==> src/rtl/ysyx_24080006_pkg.sv <==
// Shared types and constants for the ysyx_24080006 execute-stage core.
package ysyx_24080006_pkg;

    typedef enum logic [3:0] {
        ALU_ADD   = 4'h0,
        ALU_SUB   = 4'h1,
        ALU_SLL   = 4'h2,
        ALU_SRL   = 4'h3,
        ALU_SRA   = 4'h4,
        ALU_SLT   = 4'h5,
        ALU_SLTU  = 4'h6,
        ALU_XOR   = 4'h7,
        ALU_OR    = 4'h8,
        ALU_AND   = 4'h9,
        ALU_PASSB = 4'hA,
        ALU_EQ    = 4'hB,
        ALU_NE    = 4'hC,
        ALU_GE    = 4'hD,
        ALU_GEU   = 4'hE
    } alu_op_e;

    // Branch LT/LTU produce exactly the SLT/SLTU result, so they share encodings; 4'hF is undefined.
    localparam alu_op_e ALU_LT  = ALU_SLT;
    localparam alu_op_e ALU_LTU = ALU_SLTU;

    typedef enum logic [1:0] {
        CSR_NONE = 2'd0,
        CSR_RW   = 2'd1,
        CSR_RS   = 2'd2,
        CSR_RC   = 2'd3
    } csr_op_e;

    typedef enum logic [2:0] {
        MDU_MUL    = 3'd0,
        MDU_MULH   = 3'd1,
        MDU_MULHSU = 3'd2,
        MDU_MULHU  = 3'd3,
        MDU_DIV    = 3'd4,
        MDU_DIVU   = 3'd5,
        MDU_REM    = 3'd6,
        MDU_REMU   = 3'd7
    } mdu_op_e;

    typedef enum logic [1:0] {
        MDU_IDLE = 2'd0,
        MDU_BUSY = 2'd1,
        MDU_DONE = 2'd2
    } mdu_state_e;

    localparam logic [11:0] CSR_MSTATUS   = 12'h300;
    localparam logic [11:0] CSR_MTVEC     = 12'h305;
    localparam logic [11:0] CSR_MEPC      = 12'h341;
    localparam logic [11:0] CSR_MCAUSE    = 12'h342;
    localparam logic [11:0] CSR_MVENDORID = 12'hF11;
    localparam logic [11:0] CSR_MARCHID   = 12'hF12;

    localparam logic [31:0] MVENDORID     = 32'h7973_7978;
    localparam logic [31:0] MSTATUS_RESET = 32'h0000_1800;
    localparam logic [31:0] CAUSE_ECALL_M = 32'd11;

    function automatic logic [31:0] mag(input logic [31:0] v, input logic neg);
        return neg ? (~v + 32'd1) : v;
    endfunction

endpackage

==> src/rtl/ysyx_24080006_exu_core_mdu.sv <==
// Iterative RV32M unit: 32-step shift-add multiplier and restoring divider on magnitudes.
// MDU_FAST_MUL_EN selects a single-cycle combinational multiply instead of the shift-add loop.
module ysyx_24080006_mdu_iter
    import ysyx_24080006_pkg::*;
(
    input  logic        clock,
    input  logic        reset,
    input  logic        valid_i,
    input  logic [2:0]  op_i,
    input  logic [31:0] a_i,
    input  logic [31:0] b_i,
    output logic        valid_o,
    output logic [31:0] result_o
);

    mdu_state_e  state_q, state_d;
    mdu_op_e     op_q, op_d;
    logic [31:0] hi_q, hi_d, lo_q, lo_d, b_q, b_d, res_q, res_d;
    logic        neg_q, neg_d, rneg_q, rneg_d;
    logic [4:0]  cnt_q, cnt_d;

    mdu_op_e     op_start;
    logic        is_div, a_signed, b_signed, sa, sb, start_short;
    logic [32:0] mul_sum, div_sh;
    logic [31:0] div_diff, hi_n, lo_n, mul_res, div_res;
    logic [63:0] prod;

    assign op_start = mdu_op_e'(op_i);
    assign is_div   = op_i[2];
    assign a_signed = (op_start == MDU_MUL) || (op_start == MDU_MULH) ||
                      (op_start == MDU_MULHSU) || (op_start == MDU_DIV) || (op_start == MDU_REM);
    assign b_signed = (op_start == MDU_MUL) || (op_start == MDU_MULH) ||
                      (op_start == MDU_DIV) || (op_start == MDU_REM);
    assign sa       = a_signed & a_i[31];
    assign sb       = b_signed & b_i[31];

`ifdef MDU_FAST_MUL_EN
    logic signed [32:0] fa, fb;
    logic signed [63:0] fast_prod;
    assign fa          = {sa, a_i};
    assign fb          = {sb, b_i};
    assign fast_prod   = 64'(fa) * 64'(fb);
    assign start_short = !is_div || (b_i == 32'd0);
`else
    assign start_short = is_div && (b_i == 32'd0);
`endif

    // One iteration step; the multiplier lives in lo_q, the dividend shifts out of lo_q.
    assign mul_sum  = {1'b0, hi_q} + (lo_q[0] ? {1'b0, b_q} : 33'd0);
    assign div_sh   = {hi_q, lo_q[31]};
    assign div_diff = div_sh[31:0] - b_q;

    always_comb begin
        if (op_q[2]) begin
            if (div_sh >= {1'b0, b_q}) begin
                hi_n = div_diff;
                lo_n = {lo_q[30:0], 1'b1};
            end else begin
                hi_n = div_sh[31:0];
                lo_n = {lo_q[30:0], 1'b0};
            end
        end else begin
            hi_n = mul_sum[32:1];
            lo_n = {mul_sum[0], lo_q[31:1]};
        end
    end

    assign prod    = neg_q ? (~{hi_n, lo_n} + 64'd1) : {hi_n, lo_n};
    assign mul_res = (op_q == MDU_MUL) ? prod[31:0] : prod[63:32];
    assign div_res = op_q[1] ? mag(hi_n, rneg_q) : mag(lo_n, neg_q);

    // NOTE: sequential state is written only with <= so every flop samples pre-edge values.
    always_ff @(posedge clock) begin
        if (reset) state_q <= MDU_IDLE;
        else       state_q <= state_d;
    end

    // NOTE: every signal gets a value before the case so no path can infer a latch.
    always_comb begin
        state_d = state_q;
        case (state_q)
            MDU_IDLE: if (valid_i) state_d = start_short ? MDU_DONE : MDU_BUSY;
            MDU_BUSY: begin
                if (!valid_i)            state_d = MDU_IDLE;
                else if (cnt_q == 5'd31) state_d = MDU_DONE;
            end
            MDU_DONE: state_d = MDU_IDLE;
            default:  state_d = MDU_IDLE;
        endcase
    end

    always_comb begin
        valid_o = (state_q == MDU_DONE);
    end

    always_comb begin
        op_d   = op_q;
        hi_d   = hi_q;
        lo_d   = lo_q;
        b_d    = b_q;
        neg_d  = neg_q;
        rneg_d = rneg_q;
        cnt_d  = cnt_q;
        res_d  = res_q;
        case (state_q)
            MDU_IDLE: if (valid_i) begin
                op_d   = op_start;
                hi_d   = 32'd0;
                lo_d   = mag(a_i, sa);
                b_d    = mag(b_i, sb);
                neg_d  = sa ^ sb;
                rneg_d = sa;
                cnt_d  = 5'd0;
                if (is_div && (b_i == 32'd0)) res_d = op_i[1] ? a_i : 32'hFFFF_FFFF;
`ifdef MDU_FAST_MUL_EN
                if (!is_div) res_d = (op_start == MDU_MUL) ? fast_prod[31:0] : fast_prod[63:32];
`endif
            end
            MDU_BUSY: if (valid_i) begin
                hi_d  = hi_n;
                lo_d  = lo_n;
                cnt_d = cnt_q + 5'd1;
                if (cnt_q == 5'd31) res_d = op_q[2] ? div_res : mul_res;
            end
            default: ;
        endcase
    end

    // NOTE: working registers are always loaded at start before use, so only res_q needs reset.
    always_ff @(posedge clock) begin
        if (reset) res_q <= 32'd0;
        else       res_q <= res_d;
    end

    always_ff @(posedge clock) begin
        op_q   <= op_d;
        hi_q   <= hi_d;
        lo_q   <= lo_d;
        b_q    <= b_d;
        neg_q  <= neg_d;
        rneg_q <= rneg_d;
        cnt_q  <= cnt_d;
    end

    assign result_o = res_q;

endmodule

==> src/rtl/ysyx_24080006_exu_core.sv <==
// EX-stage compute core: combinational ALU, machine CSR file and the iterative MDU.
// Build option: MDU_FAST_MUL_EN (single-cycle multiply inside the MDU).
module ysyx_24080006_exu_core
    import ysyx_24080006_pkg::*;
#(
    parameter int          XLEN    = 32,
    parameter logic [31:0] MARCHID = 32'h016F_6E86
) (
    input  logic            clock,
    input  logic            reset,
    input  logic            issue,
    input  logic [XLEN-1:0] pc,
    input  logic [XLEN-1:0] op_a,
    input  logic [XLEN-1:0] op_b,
    input  logic [3:0]      alu_op,
    output logic [XLEN-1:0] alu_c,
    input  logic            mdu_valid_i,
    input  logic [2:0]      mdu_op,
    output logic            mdu_valid_o,
    output logic [XLEN-1:0] mdu_c,
    input  logic [11:0]     csr_addr,
    input  logic [1:0]      csr_op,
    input  logic [XLEN-1:0] csr_wdata,
    input  logic            ecall,
    input  logic            mret,
    output logic [XLEN-1:0] csr_rdata
);

    logic [4:0] shamt;
    assign shamt = op_b[4:0];

    always_comb begin
        case (alu_op_e'(alu_op))
            ALU_ADD:   alu_c = op_a + op_b;
            ALU_SUB:   alu_c = op_a - op_b;
            ALU_SLL:   alu_c = op_a << shamt;
            ALU_SRL:   alu_c = op_a >> shamt;
            ALU_SRA:   alu_c = $signed(op_a) >>> shamt;
            ALU_SLT:   alu_c = {31'd0, $signed(op_a) < $signed(op_b)};
            ALU_SLTU:  alu_c = {31'd0, op_a < op_b};
            ALU_XOR:   alu_c = op_a ^ op_b;
            ALU_OR:    alu_c = op_a | op_b;
            ALU_AND:   alu_c = op_a & op_b;
            ALU_PASSB: alu_c = op_b;
            ALU_EQ:    alu_c = {31'd0, op_a == op_b};
            ALU_NE:    alu_c = {31'd0, op_a != op_b};
            ALU_GE:    alu_c = {31'd0, $signed(op_a) >= $signed(op_b)};
            ALU_GEU:   alu_c = {31'd0, op_a >= op_b};
            default:   alu_c = '0;
        endcase
    end

    logic [31:0] mstatus_q, mstatus_d, mtvec_q, mtvec_d, mepc_q, mepc_d, mcause_q, mcause_d;
    logic [31:0] csr_old, csr_new;
    logic        csr_we;

    always_comb begin
        case (csr_addr)
            CSR_MSTATUS:   csr_old = mstatus_q;
            CSR_MTVEC:     csr_old = mtvec_q;
            CSR_MEPC:      csr_old = mepc_q;
            CSR_MCAUSE:    csr_old = mcause_q;
            CSR_MVENDORID: csr_old = MVENDORID;
            CSR_MARCHID:   csr_old = MARCHID;
            default:       csr_old = 32'd0;
        endcase
    end

    assign csr_rdata = ecall ? mtvec_q : (mret ? mepc_q : csr_old);

    always_comb begin
        case (csr_op_e'(csr_op))
            CSR_RW:  csr_new = csr_wdata;
            CSR_RS:  csr_new = csr_old | csr_wdata;
            CSR_RC:  csr_new = csr_old & ~csr_wdata;
            default: csr_new = csr_old;
        endcase
    end

    // A trap entry outranks any CSR write carried by the same instruction.
    assign csr_we = issue && !ecall && (csr_op_e'(csr_op) != CSR_NONE);

    always_comb begin
        mstatus_d = mstatus_q;
        mtvec_d   = mtvec_q;
        mepc_d    = mepc_q;
        mcause_d  = mcause_q;
        if (issue && ecall) begin
            mepc_d   = pc;
            mcause_d = CAUSE_ECALL_M;
        end else if (csr_we) begin
            case (csr_addr)
                CSR_MSTATUS: mstatus_d = csr_new;
                CSR_MTVEC:   mtvec_d   = csr_new;
                CSR_MEPC:    mepc_d    = csr_new;
                CSR_MCAUSE:  mcause_d  = csr_new;
                default: ;
            endcase
        end
    end

    always_ff @(posedge clock) begin
        if (reset) begin
            mstatus_q <= MSTATUS_RESET;
            mtvec_q   <= 32'd0;
            mepc_q    <= 32'd0;
            mcause_q  <= 32'd0;
        end else begin
            mstatus_q <= mstatus_d;
            mtvec_q   <= mtvec_d;
            mepc_q    <= mepc_d;
            mcause_q  <= mcause_d;
        end
    end

    ysyx_24080006_mdu_iter u_mdu (
        .clock    (clock),
        .reset    (reset),
        .valid_i  (mdu_valid_i),
        .op_i     (mdu_op),
        .a_i      (op_a),
        .b_i      (op_b),
        .valid_o  (mdu_valid_o),
        .result_o (mdu_c)
    );

endmodule

==> config.mk <==
export PLATFORM = sky130hd
export DESIGN_NAME = ysyx_24080006_exu_core
export DESIGN_NICKNAME = d
export VERILOG_FILES = /design/src/rtl/ysyx_24080006_pkg.sv /design/src/rtl/ysyx_24080006_exu_core_mdu.sv /design/src/rtl/ysyx_24080006_exu_core.sv
export SDC_FILE = /design/constraint.sdc
export NUM_CORES = 2
export LEC_CHECK = 0
export ABC_AREA = 1
export BUFFER_PORTS_ARGS = -buffer_cell sky130_fd_sc_hd__buf_2
export CAP_MARGIN = 10
export CORE_MARGIN = 4
export CORE_UTILIZATION = 66
export DETAILED_ROUTE_END_ITERATION = 12
export PLACE_DENSITY = 0.86
export SKIP_CTS_REPAIR_TIMING = 1
export SYNTH_ARGS = -nofsm -noshare
export SYNTH_HDL_FRONTEND = slang
export SYNTH_SLANG_ARGS = --single-unit
==> constraint.sdc <==
create_clock -name clock -period 11.9 [get_ports clock]
set_clock_uncertainty 0.05 [all_clocks]
set_input_delay 1.19 -clock clock [delete_from_list [all_inputs] [get_ports clock]]
set_output_delay 1.19 -clock clock [all_outputs]
set_load 0.05 [all_outputs]
[After elaboration in Yosys (flattened, before gate mapping)]
Index checks and enable logic that the tools add are counted.
Widths: inputs -> output; s select.
Word-level totals
  memories kept: 0
  bits of input ports: 155
  bits in latches: 0
  word-level logic and storage cells: 159
  ROM bits: 0
  bits in registers: 268
  RAM bits: 0
  output and inout bits: 97
Cells by class
  equality and inequality tests: 37
  shifts and indexed selects: 3
  muxes and demuxes: 44
  $lt $le $gt $ge: 5
  reductions and logical operators: 31
  add/subtract/negate cells: 10
  div/mod/pow operators: 0
  bitwise gates (word level): 15
  multiply operators: 0
Operators with widths (count)
  $mux 32: 25
  $pmux 32 s15: 1
  $pmux 32 s2: 3
  $pmux 32 s6: 1
  $not 32->32: 5
  $add 32x1->32 const B: 4
  $pmux 32 s3: 1
  $add 64x1->64 const B: 1
  $and 32x32->32: 2
  $ge 32x32->1: 2
  $lt 32x32->1: 2
  $mux 64: 1
  $not 64->64: 1
  $or 32x32->32: 2
  $sub 32x32->32: 2
  $eq 12x10->1 const B: 4
  $add 32x33->33: 1
  $ge 33x32->1: 1
  $add 32x32->32: 1
  $eq 32x32->1: 1
  $logic_not 32->1: 1
  $ne 32x32->1: 1
  $shl 32x5->32: 1
  $shr 32x5->32: 1
  other kinds (37): 80

[Logic depth before layout (Yosys ltp)]
  depth after elaboration: 11
  depth in mapped cells: 33
  depth with buffers taken out: 31

[Cells and area by module]
From an unflattened synthesis, not the netlist that was laid out.
Unflattened totals
  cells, all modules: 6078
  area total of the unflattened synthesis: 34445.5 µm²
Modules (own cells, without submodules)
  ysyx_24080006_exu_core: cells an instance 3184, instances 1, area each 17359.1 µm², sequential area each 2562.5 µm²
  ysyx_24080006_mdu_iter: cells an instance 2894, instances 1, area each 17086.4 µm², sequential area each 3863.7 µm²

[Least setup slack after synthesis]
Ideal clock, no wire load.
  path type: input-to-output
  from: input port op_b[2]
  to: output port alu_c[16]
  arrival: 5.426 ns
  cell stages on the path: 17
  path buffers: 3
  required time: 10.660 ns
  setup slack: 5.234 ns
  path through: buf_2 -> clkinv_1 -> clkbuf_1 -> clkbuf_1 -> ha_1 -> inv_2 -> nand2_1 -> nand2_1 -> a21oi_1 -> o21ai_1 -> a21boi_0 -> o21ai_1 -> nand2_1 -> nand2_1 -> a21boi_2 -> nor2_1 -> o311ai_0
Between the ends
  cells in the longest elaborated chain, start to end: 2
  elaborated cells between the ends (all ways): 6
  classes of those cells: 2 x add/sub; 3 x shift; 1 x mux
RTL lines
  from (decl): line ysyx_24080006_exu_core.sv:14  | input logic [XLEN-1:0] op_b,
  $sub 32x32->32, or another cell as far along: line ysyx_24080006_exu_core.sv:35  | ALU_SUB: alu_c = op_a - op_b;
  $pmux 32 s15 (*): line ysyx_24080006_exu_core.sv:33  | case (alu_op_e'(alu_op))
  to (decl): line ysyx_24080006_exu_core.sv:16  | output logic [XLEN-1:0] alu_c,
Mark *: on every way between the ends. The rest lies on a longest branch, timed or not.

[Worst setup path after layout]
  from: input port op_b[1]
  to: output port alu_c[30]
The elaborated chain is that of the path after synthesis.

==> results.md <==
Status:
- The run finished with clean final reports.

Worst hold path:
- The worst hold-check path type is reg2reg.

CTS:
- The clock tree from TritonCTS is built.
- The library cell used as clock root buffer is sky130_fd_sc_hd__clkbuf_16.
- In this run the number of H-tree levels came out at 1.
- The post-CTS clock slew at the launch and capture registers of the worst setup and hold paths is 0.05 ns.
- Counting every sink on the clock net gives 268.
- The source-to-sink clock delay at the later pin of the worst-skew pair is 0.60 ns.
- Counting the buffers created by CTS gives 30.
- The maximum clock insertion buffer count is 3.

Logic synthesis:
- The post-synthesis instance area is 32030 um2.
- Summing the areas of all compound-gate instances in the mapped netlist gives 24.75% of the synthesized area.
- The number of enable flip-flop cells after synthesis is 106.
- The per-instance average area after synthesis is 5.950 um2.
- The sequential fraction of the synthesis area is 20.06%.
- The simple-gate share of the synthesized area is 31.57%.
- The largest family of logic cells by synthesized area is simple AND/OR/NAND/NOR gates.
- The parity-gate share of the synthesized area counting xor and xnor cells is 2.516%.
- The post-synthesis cell count is 5383.
- Synthesis instantiated 74 different standard cells from the library.
- The predominant post-synthesis flop cell is sky130_fd_sc_hd__dfxtp_1.
- Yosys printed 0 warnings.
- The post-synth net total is 5709.
- After synthesis the netlist holds a flip-flop and latch count of 268.
- The multiplexer share of the synthesized area is 0.3125%.
- Sorting the synthesized cells by area gives the leading types as sky130_fd_sc_hd__nand2_1 15%, sky130_fd_sc_hd__inv_1 10%, sky130_fd_sc_hd__dfxtp_1 10%.
- The library cell occupying the most area in the post-synthesis netlist is sky130_fd_sc_hd__nand2_1.
- Counting flops with an async set or reset pin after synthesis yields a share of 0%.
- The post-synthesis adder-cell area fraction is 6.774%.
- The area share of the leading cell type in the synthesized netlist is 14.67%.

Drt:
- In the routed design, unresolved DRC markers number 0.
- Summing over every cut layer, the via total after detailed routing is 39580.
- In the final routed layout, each cell accounts on average for 22.78 um.
- The final wirelength is 138.9 mm.
- The number of nets still failing antenna checks after routing is 0.
- The DRC violation total after the first TritonRoute iteration is 6895.
- The length of the first detailed-routing pass in iterations is 9.
- The detail-routed via count per cell is 6.492.

Floorplan:
- The floorplan has 80 rows.
- The initial standard-cell utilization of the core is 66.94%.
- The boundary pin count is 252.
- The die is 228.3 um wide.
- The floorplan step set the die height to 228.3 um.
- The core region is 47850 um2.
- The floorplan step defined a die boundary enclosing 52120 um2.

Worst setup path:
- The most used cell along the critical path is sky130_fd_sc_hd__nand2_1.
- The critical path is of the in2out type.
- On the critical path, the stage with the largest delay is an instance of sky130_fd_sc_hd__clkinv_1.
- The startpoint kind of the worst setup timing path is a primary input.
- The worst path arrival time is 5.87 ns.
- The largest stage delay on the critical path is 0.49 ns.
- The endpoint class of the critical path is a primary output.
- The highest fanout seen on the critical path is 53.
- The worst path required time is 10.66 ns.
- The critical path goes through buf_2, buf_4, clkinv_1, buf_4, fa_1, nand2_1, nand2_1, a21oi_1, o21ai_1, a21boi_0, o21ai_1, nand2_1, nand2_1, a21boi_2, o21ai_0, inv_1, o21ai_1, a21boi_0, xor2_1, o211ai_1, buf_2.

Global routing:
- The pin count of the biggest net entering global routing is 109.
- The initial antenna violation count is 8.
- The via count of the first global-routing pass was 34740.
- Summed over all layers, the global routing overflow is 0.
- The global-route wire length before repair is 205.1 mm.
- Global routing used 49.72% of the available tracks.

Timing:
- The count of endpoints failing hold in the final timing report is 0.
- The final setup slack of the worst path is 4.787 ns.
- The relative slew slack is 22.21%.
- At the pin with the least slew margin, the transition time is 1.137 ns.
- The final setup violation count is 0.
- The fraction of the cycle the final worst path needs is 59.77%.
- Setup repair after global routing left no endpoint under its margin.
- Timing would allow up to 140.6 MHz.
- The accumulated negative setup slack is 0 ns.
- The final number of max-transition violations is 0.
- The clock period minus final worst setup slack is 7.113 ns.

Cells and area:
- The area growth from synthesis to layout is 7.352%.
- The multi-input combinational cells in the finished layout cover a total of 21140 um2.
- The final net count is 5779.
- Leaving out filler cells and counting taps, the final layout contains 6096.
- The layout cell share with drive strength beyond 1 is 10.12%.
- The total of fill cells in the finished design is 4253.
- Registers take 6426 um2.

Pwr:
- The overall power of the completed layout is 0.003709 W.
- The worst-case IR drop observed on VDD is 0.1294 mV.
- The power density of the placed cells is 107.9 nW/um2.
- The static leakage is 17.25 nW.

Place:
- Once detailed placement completed, the half-perimeter wirelength came to 105.4 mm.
- The final weighted congestion in routability-driven placement is 1.169.
- OpenSTA, run right after detailed placement, puts the worst setup slack at 4.908 ns.
- The count of buffers inserted at the top-level ports is 251.
- In this run, placement finished with an instance count of 6035.

Run:
- The max-cap violation count is 0.
==> synth_stat cells, types with 37 or more instances <==
| cell | n |
|---|---|
| sky130_fd_sc_hd__nand2_1 | 1252 |
| sky130_fd_sc_hd__inv_1 | 867 |
| sky130_fd_sc_hd__o21ai_0 | 467 |
| sky130_fd_sc_hd__nor2_1 | 434 |
| sky130_fd_sc_hd__a21oi_1 | 431 |
| sky130_fd_sc_hd__nand3_1 | 327 |
| sky130_fd_sc_hd__clkbuf_1 | 192 |
| sky130_fd_sc_hd__ha_1 | 167 |
| sky130_fd_sc_hd__dfxtp_1 | 162 |
| sky130_fd_sc_hd__edfxtp_1 | 106 |
| sky130_fd_sc_hd__o22ai_1 | 86 |
| sky130_fd_sc_hd__xor2_1 | 76 |
| sky130_fd_sc_hd__a31oi_1 | 73 |
| sky130_fd_sc_hd__nor3_1 | 49 |
| sky130_fd_sc_hd__o211ai_1 | 47 |
| sky130_fd_sc_hd__nand2_2 | 45 |
| sky130_fd_sc_hd__a221oi_1 | 39 |
| sky130_fd_sc_hd__nand4_1 | 37 |
==> state kept, by name, indices dropped and copies added (netlist names), 2 cells and up <==
name,count
u_mdu.state_q,2
mtvec_q,32
u_mdu.hi_q,32
mcause_q,32
mepc_q,32
u_mdu.lo_q,32
u_mdu.cnt_q,5
u_mdu.result_o,32
u_mdu.b_q,32
mstatus_q,32
u_mdu.op_q,3
==> kinds of logic after synthesis <==
kind of cell,after synthesis
buf+inv,1160
flops,268
mux,10
simple gates,2322
fa+ha+maj,171
compound gates,1360
xor+xnor,92
==> path summary, 6_finish.rpt <==
| check | slack [ns] | end | from | cells past startpoint |
|---|---|---|---|---|
| worst max-delay path | 4.79 | alu_c[30] | op_b[1] | 21 |
| worst min-delay path | 0.41 | u_mdu.result_o[16]$_SDFFE_PP0P_ | u_mdu.result_o[16]$_SDFFE_PP0P_ | 2 |
| worst max register to register | 6.00 | u_mdu.result_o[30]$_SDFFE_PP0P_ | u_mdu.b_q[21]$_DFFE_PP_ | 30 |
| worst min register to register | 0.41 | u_mdu.result_o[16]$_SDFFE_PP0P_ | u_mdu.result_o[16]$_SDFFE_PP0P_ | 2 |
==> layout by cell type (no fill, tap or decap), drive strengths merged, types with 12 or more instances in the layout <==
cell type	Yosys	routed
o221ai	30	30
ha	167	167
nor4	33	33
a21oi	439	439
edfxtp	106	106
a21o	12	12
xor2	76	76
clkbuf	192	45
nand3b	25	25
o21ai	518	518
dfxtp	162	162
buf	65	295
nand3	341	341
o21a	17	17
nor2	478	478
o21bai	27	27
o2111ai	15	15
o211ai	47	47
a31oi	73	73
a221oi	39	39
inv	886	887
nand4	37	37
xnor2	16	16
clkinv	17	23
o22ai	86	86
nand2	1305	1305
nor3	58	58
or2	31	31
==> metrics by stage <==
stage | area (um2) | hold slack [ns] | util (%)
4_1_cts | 34340 | 0.4129 | 71.77
5_1_grt | 34370 | 0.4492 | 71.84
6_report | 34380 | 0.4126 | 71.86
2_1_floorplan | 32030 | 0.3912 | -
3_5_place_dp | 33310 | 0.4032 | 69.63
3_3_place_gp | 33310 | 0.3995 | 69.63
==> where the power goes <==
| part | internal, W | leakage, nW | switching (W) |
|---|---|---|---|
| logic | 0.000453 | 14.4 | 0.00120 |
| registers | 0.00102 | 2.36 | 0.0000612 |
| clock network | 0.000568 | 0.512 | 0.000414 |
| total | 0.00204 | 17.3 | 0.00167 |
==> area by class of cell <==
cell class / instances / share of cell area, %
multi-input cells: 3955 / 61.48
flip-flops and latches: 268 / 18.69
inverters: 903 / 9.876
repair buffers: 295 / 4.680
clock buffers: 45 / 2.747
well taps: 615 / 2.238
clock inverters: 8 / 0.2365
diodes: 7 / 0.05094
==> routing by layer <==
layer / GRT usage [%] / up-vias / routed length [um]
li1: - / 17960 / -
met3: 14.27 / 796 / 21830
met2: 71.37 / 3345 / 54790
met5: 0 / - / 26
met1: 62.86 / 17470 / 48120
met4: 37.98 / 4 / 14090
==> worst max-delay path: cells and delay by family <==
family                   cells  cell delay [ns]
buffers and inverters        6             1.87
AO/OA/AOI/OAI                9             1.84
adder cells (fa/ha/maj)      1             0.46
AND/OR/NAND/NOR              4             0.35
XOR/XNOR                     1             0.11
Note: power is estimated with default switching activity, not from simulation.
